`config.mk`:
```
export PLATFORM = sky130hd
export DESIGN_NAME = alarm_time_keeper
export DESIGN_NICKNAME = d
export VERILOG_FILES = /design/src/rtl/alarm_time_keeper.sv
export SDC_FILE = /design/constraint.sdc
export NUM_CORES = 1
export LEC_CHECK = 0
export CAP_MARGIN = 20
export CORE_MARGIN = 1
export CORE_UTILIZATION = 50
export DETAILED_ROUTE_END_ITERATION = 6
export PLACE_DENSITY = 0.76
export SLEW_MARGIN = 20
export SYNTH_ARGS = -nofsm -noshare
export SYNTH_HDL_FRONTEND = slang
export SYNTH_SLANG_ARGS = --single-unit
```
`constraint.sdc`:
```
create_clock -name clk -period 2.6 [get_ports clk]
set_input_delay 0.26 -clock clk [delete_from_list [all_inputs] [get_ports clk]]
set_output_delay 0.26 -clock clk [all_outputs]
set_load 0.05 [all_outputs]
```
`src/rtl/alarm_time_keeper.sv`:
```
// Alarm clock time keeper: HH:MM:SS counter advanced by a 1 Hz tick, alarm register and alarm FSM.
// Optional snooze support is compiled in when ALARM_SNOOZE_EN is defined.
module alarm_time_keeper #(
    parameter int unsigned RING_SECS  = 60,
    parameter int unsigned SNOOZE_MIN = 5
) (
    input  logic       clk,
    input  logic       rst,
    input  logic       tick,
    input  logic       set_time,
    input  logic       set_alarm,
    input  logic [4:0] hh_in,
    input  logic [5:0] mm_in,
    input  logic       alarm_en,
    input  logic       stop,
    input  logic       snooze,
    output logic [5:0] sec_out,
    output logic [5:0] min_out,
    output logic [4:0] hr_out,
    output logic       ringing,
    output logic       day_wrap
);

    typedef enum logic [1:0] {
        S_IDLE    = 2'd0,
        S_ARMED   = 2'd1,
        S_RINGING = 2'd2
`ifdef ALARM_SNOOZE_EN
        , S_SNOOZE = 2'd3
`endif
    } state_t;

    localparam logic [7:0] RING_LAST = 8'(RING_SECS - 1);

    logic [5:0] sec_q, sec_d, min_q, min_d;
    logic [4:0] hr_q, hr_d;
    logic [4:0] alarm_hr_q, alarm_hr_d;
    logic [5:0] alarm_min_q, alarm_min_d;
    logic       day_wrap_q, day_wrap_d;
    logic       ringing_q, ringing_d;
    logic [7:0] ring_cnt_q, ring_cnt_d;
    state_t     state_q, state_d;
    logic       load_ok, new_time, new_alarm, tick_adv, alarm_hit;

`ifdef ALARM_SNOOZE_EN
    localparam logic [9:0] SNOOZE_LAST = 10'(SNOOZE_MIN * 60 - 1);
    logic [9:0] snooze_cnt_q, snooze_cnt_d;
`else
    localparam int unsigned snooze_min_unused = SNOOZE_MIN;
    logic unused_snooze;
    assign unused_snooze = snooze;
`endif

    // Time and alarm registers; a valid set_time swallows a coincident tick.
    always_comb begin
        load_ok     = (hh_in <= 5'd23) && (mm_in <= 6'd59);
        new_time    = set_time && load_ok;
        new_alarm   = set_alarm && load_ok;
        tick_adv    = tick && !new_time;
        sec_d       = sec_q;
        min_d       = min_q;
        hr_d        = hr_q;
        day_wrap_d  = 1'b0;
        alarm_hr_d  = alarm_hr_q;
        alarm_min_d = alarm_min_q;
        if (new_time) begin
            hr_d  = hh_in;
            min_d = mm_in;
            sec_d = '0;
        end else if (tick) begin
            if (sec_q == 6'd59) begin
                sec_d = '0;
                if (min_q == 6'd59) begin
                    min_d = '0;
                    if (hr_q == 5'd23) begin
                        hr_d       = '0;
                        day_wrap_d = 1'b1;
                    end else begin
                        hr_d = hr_q + 5'd1;
                    end
                end else begin
                    min_d = min_q + 6'd1;
                end
            end else begin
                sec_d = sec_q + 6'd1;
            end
        end
        if (new_alarm) begin
            alarm_hr_d  = hh_in;
            alarm_min_d = mm_in;
        end
    end

    // Alarm FSM: match is taken on the advanced time, so a set_time onto the alarm never fires.
    always_comb begin
        alarm_hit  = tick_adv && (sec_d == 6'd0) && (min_d == alarm_min_q) && (hr_d == alarm_hr_q);
        state_d    = state_q;
        ring_cnt_d = ring_cnt_q;
`ifdef ALARM_SNOOZE_EN
        snooze_cnt_d = snooze_cnt_q;
`endif
        case (state_q)
            S_IDLE:  state_d = S_ARMED;
            S_ARMED: if (alarm_hit) state_d = S_RINGING;
            S_RINGING: begin
                if (new_alarm || stop) begin
                    state_d = S_ARMED;
`ifdef ALARM_SNOOZE_EN
                end else if (snooze) begin
                    state_d = S_SNOOZE;
`endif
                end else if (tick) begin
                    if (ring_cnt_q == RING_LAST) state_d = S_ARMED;
                    else ring_cnt_d = ring_cnt_q + 8'd1;
                end
            end
`ifdef ALARM_SNOOZE_EN
            S_SNOOZE: begin
                if (new_alarm || stop) begin
                    state_d = S_ARMED;
                end else if (tick) begin
                    if (snooze_cnt_q == SNOOZE_LAST) state_d = S_RINGING;
                    else snooze_cnt_d = snooze_cnt_q + 10'd1;
                end
            end
`endif
            default: state_d = S_IDLE;
        endcase
        if (!alarm_en) state_d = S_IDLE;
        if (state_d != state_q) begin
            ring_cnt_d = '0;
`ifdef ALARM_SNOOZE_EN
            snooze_cnt_d = '0;
`endif
        end
        ringing_d = (state_d == S_RINGING);
    end

    always_ff @(posedge clk or posedge rst) begin
        if (rst) begin
            sec_q       <= '0;
            min_q       <= '0;
            hr_q        <= '0;
            alarm_hr_q  <= '0;
            alarm_min_q <= '0;
            day_wrap_q  <= 1'b0;
            ringing_q   <= 1'b0;
            ring_cnt_q  <= '0;
            state_q     <= S_IDLE;
`ifdef ALARM_SNOOZE_EN
            snooze_cnt_q <= '0;
`endif
        end else begin
            sec_q       <= sec_d;
            min_q       <= min_d;
            hr_q        <= hr_d;
            alarm_hr_q  <= alarm_hr_d;
            alarm_min_q <= alarm_min_d;
            day_wrap_q  <= day_wrap_d;
            ringing_q   <= ringing_d;
            ring_cnt_q  <= ring_cnt_d;
            state_q     <= state_d;
`ifdef ALARM_SNOOZE_EN
            snooze_cnt_q <= snooze_cnt_d;
`endif
        end
    end

    assign sec_out  = sec_q;
    assign min_out  = min_q;
    assign hr_out   = hr_q;
    assign ringing  = ringing_q;
    assign day_wrap = day_wrap_q;

endmodule

```
# Yosys cells after proc, flatten, opt, wreduce, memory -nomap -nowiden
# Index checks and enable logic that the tools add are counted.
word_totals:
  inputBits: 19
  word_cells: 69
  out_inout_bits: 19
  reg_bits: 40
op_classes:
  n_reduce_logical: 14
  magnitude_cmp: 2
  n_eq_ne: 12
  n_addsub: 4
  n_mux: 28
ops:
  columns: ["op", "count"]
  rows:
  - ["two-way mux 6 bit", 7]
  - ["two-way mux 8 bit", 5]
  - ["two-way mux 5 bit", 5]
  - ["adder 6 x 1 -> 6 bit (second input constant)", 2]
  - ["equality test 6 bit (second input constant)", 2]
  - ["two-way mux 2 bit", 5]
  - ["adder 8 x 1 -> 8 bit (second input constant)", 1]
  - ["equality test 8 x 6 -> 1 bit (second input constant)", 1]
  - ["logical AND 1 bit", 7]
  - ["equality test 6 bit", 1]
  - ["<= comparator 6 bit (second input constant)", 1]
  - ["zero test 6 bit", 1]
  - ["one-hot mux 2 bit (3 select lines)", 1]
  - ["adder 5 x 1 -> 5 bit (second input constant)", 1]
  - ["equality test 5 bit", 1]
  - ["equality test 5 bit (second input constant)", 1]
  - ["<= comparator 5 bit (second input constant)", 1]
  - ["two-way mux 1 bit", 5]
  - ["equality test 2 bit (second input constant)", 2]
  - ["inequality test 2 x 1 -> 1 bit (second input constant)", 2]
  - ["AND reduction 4 bit", 1]
  - ["nonzero test 2 bit", 2]
  - ["equality test 2 x 1 -> 1 bit (second input constant)", 1]
  - ["zero test 2 bit", 1]
  - ["3 further kinds", 3]

# Logic depth before layout (Yosys ltp)
logic_depth:
  word_depth: 14
  ltp_mapped: 11
  ltp_nobuf: 8

# Worst setup path after synthesis
# No wires, ideal clock.
synth_path:
  kind: "register -> register"
  start: "register sec_q[0], in the netlist sec_out[0]"
  end: "register ring_cnt_q[2]"
  arrival_time_ps: 2779
  path_slack_ps: -313
  required_ps: 2467
  setup_ps: 133
  path_stages_with_launch: 11
  path_buffers: 2
  period_less_slack_ps: 2913
  path_cell_list: "dfrtp_1 > ha_1 > clkbuf_2 > nand4b_4 > nor4_1 > mux2i_1 > o221ai_1 > o2bb2ai_1 > a2111oi_4 > buf_6 > o211ai_1"
synth_between:
  elab_chain_len: 14
  word_cells_on_any_way: 27
  classes_between: "add/sub (1); eq/ne (6); mux (13); reduce/logical (7)"
synth_lines:
  columns: ["item", "line_no", "text"]
  rows:
  - ["start: declaration", "35", "logic [5:0] sec_q, sec_d, min_q, min_d;"]
  - ["start signal: assignment", "141", "sec_q <= '0;"]
  - ["start signal: assignment", "154", "sec_q <= sec_d;"]
  - ["adder 6 x 1 -> 6 bit / equality test 6 bit (equally long branches)", "85, 71", null]
  - ["two-way mux 6 bit", "71", "if (sec_q == 6'd59) begin"]
  - ["two-way mux 6 bit", "70", "end else if (tick) begin"]
  - ["two-way mux 6 bit", "66", "if (new_time) begin"]
  - ["zero test 6 bit", "96", "alarm_hit = tick_adv && (sec_d == 6'd0) && (min_d == alarm_min_q) && (hr_d == alarm_hr_q);"]
  - ["logical AND 1 bit (2 in series)", "96", null]
  - ["logical AND 1 bit *", "96", null]
  - ["two-way mux 2 bit *", "104", "S_ARMED: if (alarm_hit) state_d = S_RINGING;"]
  - ["one-hot mux 2 bit (3 select lines) *", "102", "case (state_q)"]
  - ["two-way mux 2 bit *", "129", "if (!alarm_en) state_d = S_IDLE;"]
  - ["inequality test 2 bit *", "130", "if (state_d != state_q) begin"]
  - ["inequality test 2 x 1 -> 1 bit (no line) / nonzero test 2 bit (equally long branches)", null, null]
  - ["AND reduction 4 bit (no line)", null, null]
  - ["end signal: assignment", "161", "ring_cnt_q <= ring_cnt_d;"]
  - ["end: declaration", "41", "logic [7:0] ring_cnt_q, ring_cnt_d;"]
# Every way passes the cells marked *; elsewhere a longest branch is shown, timed or not.
# A chain may end at the register's enable or synchronous reset.

# Final worst setup path
layout_path:
  start: "register min_q[0], in the netlist min_out[0]"
  end: "register ring_cnt_q[1]"
layout_between:
  elab_chain_len: 14
  word_cells_on_any_way: 24
  classes_between: "add/sub (1); eq/ne (6); mux (12); reduce/logical (5)"
layout_lines:
  columns: ["item", "line_no", "text"]
  rows:
  - ["start: declaration", "35", null]
  - ["start signal: assignment", "155", "min_q <= min_d;"]
  - ["adder 6 x 1 -> 6 bit / equality test 6 bit (equally long branches)", "82, 73", null]
  - ["two-way mux 6 bit", "73", "if (min_q == 6'd59) begin"]
  - ["two-way mux 6 bit", "71", null]
  - ["two-way mux 6 bit", "70", null]
  - ["two-way mux 6 bit", "66", null]
  - ["equality test 6 bit", "96", null]
  - ["logical AND 1 bit", "96", null]
  - ["logical AND 1 bit *", "96", null]
  - ["two-way mux 2 bit *", "104", null]
  - ["one-hot mux 2 bit (3 select lines) *", "102", null]
  - ["two-way mux 2 bit *", "129", null]
  - ["inequality test 2 bit *", "130", null]
  - ["inequality test 2 x 1 -> 1 bit (no line) / nonzero test 2 bit (equally long branches)", null, null]
  - ["AND reduction 4 bit (no line)", null, null]
# Marks and branches as above.

==> results.ini <==
[power_and_ir_drop]
power.total_w = 0.00192
internal_power_w = 0.00125
p_per_area_mw_per_mm2 = 528
p_seq_frac = 0.391
comb_power_share = 0.346
netSwitchingFraction = 0.348
pwr-share-clk = 0.264
max-vdd-ir-drop_mv = 0.390
p_sw_w = 0.000668
leakagePower_nw = 1.54

[logic_synthesis]
synth.ff_latch_count = 40
synth_top_cell_by_area = dfrtp_1
synth_edf_count = 0
ys_warn_count = 0
yosys_most_used_dff = dfrtp_1
synthArstFlopShare = 1.00
seq_area_frac_synth = 0.358
synth_top_area_frac = 0.358
synth_nets = 327
ys_types = 62
ys_top_cells_by_area = dfrtp_1 36%, nand2_1 5.2%, mux2_2 4.8%
syn_inst = 304
syn_avg_cell_area_um2 = 9.20
netlist_area_mm2 = 0.00280

[global_routing]
first_global_vias = 2411
grtUsageTotal = 0.236
grt_max_degree = 41
grt_pass1_wl_mm = 11.3
grt_overflow_total = 0
antenna_found_initial = 0

[timing]
period_share = 1.00
report.final.slew_viol_count = 0
fmaxAchievable_mhz = 384
hold_viol = 0
period_needed_ps = 2610
rsz0062_at_grt = yes
setup_viol = 4
layout_setup_ws_ps = -7.07
slew_headroom = 0.645
clock_skew_ps = 5.38
worst-slew-pin-transition_ps = 531

[floorplanning]
coreArea_mm2 = 0.00524
fp.dieArea_mm2 = 0.00590
num_io_pins = 38
die_x_um = 76.8
start_util = 0.534
row_count = 26
die_h_um = 76.8

[setup_path]
start_kind = flop
cp_data_arrival_time_ps = 2790
r2r-start = min_out[0]
path_max_fanout = 5
path_class = flop to flop
timing.critical_path.from = min_out[0]
critPathRequiredTime_ps = 2780
crit_path_end_kind = flop

[drt]
finalWirelength_mm = 6.83
routedWlPerCell_um = 15.4
drtAntennaViolNets = 0
drc = 0
viasPerCell = 5.86
vias = 2597
dr.pass1.iters = 5
drtIter0Drc = 113

[cells_and_area]
final_common_cell = buf_4
final_cell_mix = 43 x buf_4, 39 x nand2_1, 36 x clkdlybuf4s50_1
final_util = 0.694
finalNetCount = 395
diodes = 0
area_growth_pct = 30.0
drive_gt1_frac = 0.249

[run_status]
violations = setup timing
status = finished with violations

[cts]
h-tree-depth = 2
cts_buffer_depth = 2
cts_tree = done
clock-root-buffer = clkbuf_8
cts.sinks = 40
clk_pin_slew_ps = 80
cts_buffers = 5
insertion_delay_ps = 300
postCtsHoldBufs = 0

[job]
max-cap-violations = 0

[place]
portBuffers = 36
dp_hpwl_mm = 4.89
gp_congestion = 0.861

[worst_hold_path]
min_path_type = primary input to async pin

-- worst paths after layout --
kind                             endpoint  cells after the start  slack [ps]
setup / recovery            ring_cnt_q[1]                     10          -7
hold / removal                 sec_out[2]                      3         380
setup reg to reg            ring_cnt_q[1]                     10          -7
hold reg to reg            alarm_min_q[1]                      1         530
max in group asynchronous       hr_out[0]                      3        1830
min in group clk           alarm_min_q[1]                      1         530
-- state kept, by name, summed over array words and instances, names as in the netlist --
| register | flops |
|---|---|
| ring_cnt_q | 8 |
| state_q | 2 |
| alarm_hr_q | 5 |
| ringing | 1 |
| day_wrap | 1 |
| sec_out | 6 |
| alarm_min_q | 6 |
| hr_out | 5 |
| min_out | 6 |
-- power groups by stage --
stage | Clock [W] | Sequential [W] | Combinational, W
floorplan | 0 | 0.000858 | 0.000321
global placement | 0 | 0.000754 | 0.000627
detailed placement | 0 | 0.000758 | 0.000634
CTS | 0.000521 | 0.000746 | 0.000640
global route | 0.000541 | 0.000761 | 0.000716
finish | 0.000507 | 0.000751 | 0.000664
-- layout make-up --
| class | instances | area (um2) |
|---|---|---|
| Multi-Input combinational cell | 236 | 1700 |
| Fill cell | 428 | 1600 |
| Sequential cell | 40 | 1010 |
| Timing Repair Buffer | 81 | 706 |
| Tap cell | 70 | 87.6 |
| Clock buffer | 6 | 72.6 |
| Clock inverter | 2 | 35.0 |
| Inverter | 8 | 30.0 |
-- Yosys cell counts, drive strengths merged, types with 3 or more instances --
cell     n
or2      3
nand2b   3
dfrtp   40
o21ai   11
xor2    11
nand2   40
nand3    9
nor3     6
xnor2    9
buf      7
a31oi    7
clkbuf  12
inv      8
nor2    21
nand4    9
o211ai  14
o21bai   4
mux2i    7
a311oi   3
or3      4
mux2    12
nor2b    4
nand3b   3
a21oi   10
ha       4
nor4    10
nand4b   4
-- per-stage QoR --
step           area, um2  hold WS [ps]  setup WS, ps  cells  setup TNS [ps]
6_report            3640           385         -7.07    443           -17.0
5_1_grt             3640           460          -127    443           -1240
4_1_cts             3540           399          22.0    440               0
3_5_place_dp        3410           518          -186    431           -1940
3_3_place_gp        3410           512          -156    431           -1620
2_1_floorplan       2810           370          -122    304           -1240
-- routing by layer --
layer  vias up  share of wire  track usage
met5         -              0            0
met4         0          0.014       0.0827
met3        10          0.046       0.0369
met2        81           0.50        0.388
met1      1245           0.44        0.314
li1       1261              -            -
-- cells by family (layout without fill, tap and decap cells) --
kind of cell	after synthesis	in the layout	synth area share
buf+inv	28	97	0.0666
compound gates	68	68	0.179
flops	40	40	0.358
fa+ha+maj	4	4	0.0179
simple gates	125	125	0.242
mux	19	19	0.0733
xor+xnor	20	20	0.0626
-- worst max-delay path, cell delays in order (launching register included) --
cell,delay [ps]
dfrtp_2,380
ha_2,200
nand4_1,130
buf_4,190
nor4_4,270
mux2i_1,300
o221ai_1,140
o2bb2ai_1,170
a2111oi_4,420
buf_4,220
o211ai_1,80
-- what timing repair did --
| item | in CTS | in global routing |
|---|---|---|
| resized for setup | 3 | 15 |
| pin swaps | 1 | 20 |
| cloned | 0 | 1 |
| endpoints found under the setup margin | 3 | 11 |
| buffers inserted | 1 | 2 |
No activity file was read; power rests on OpenSTA's default activity.
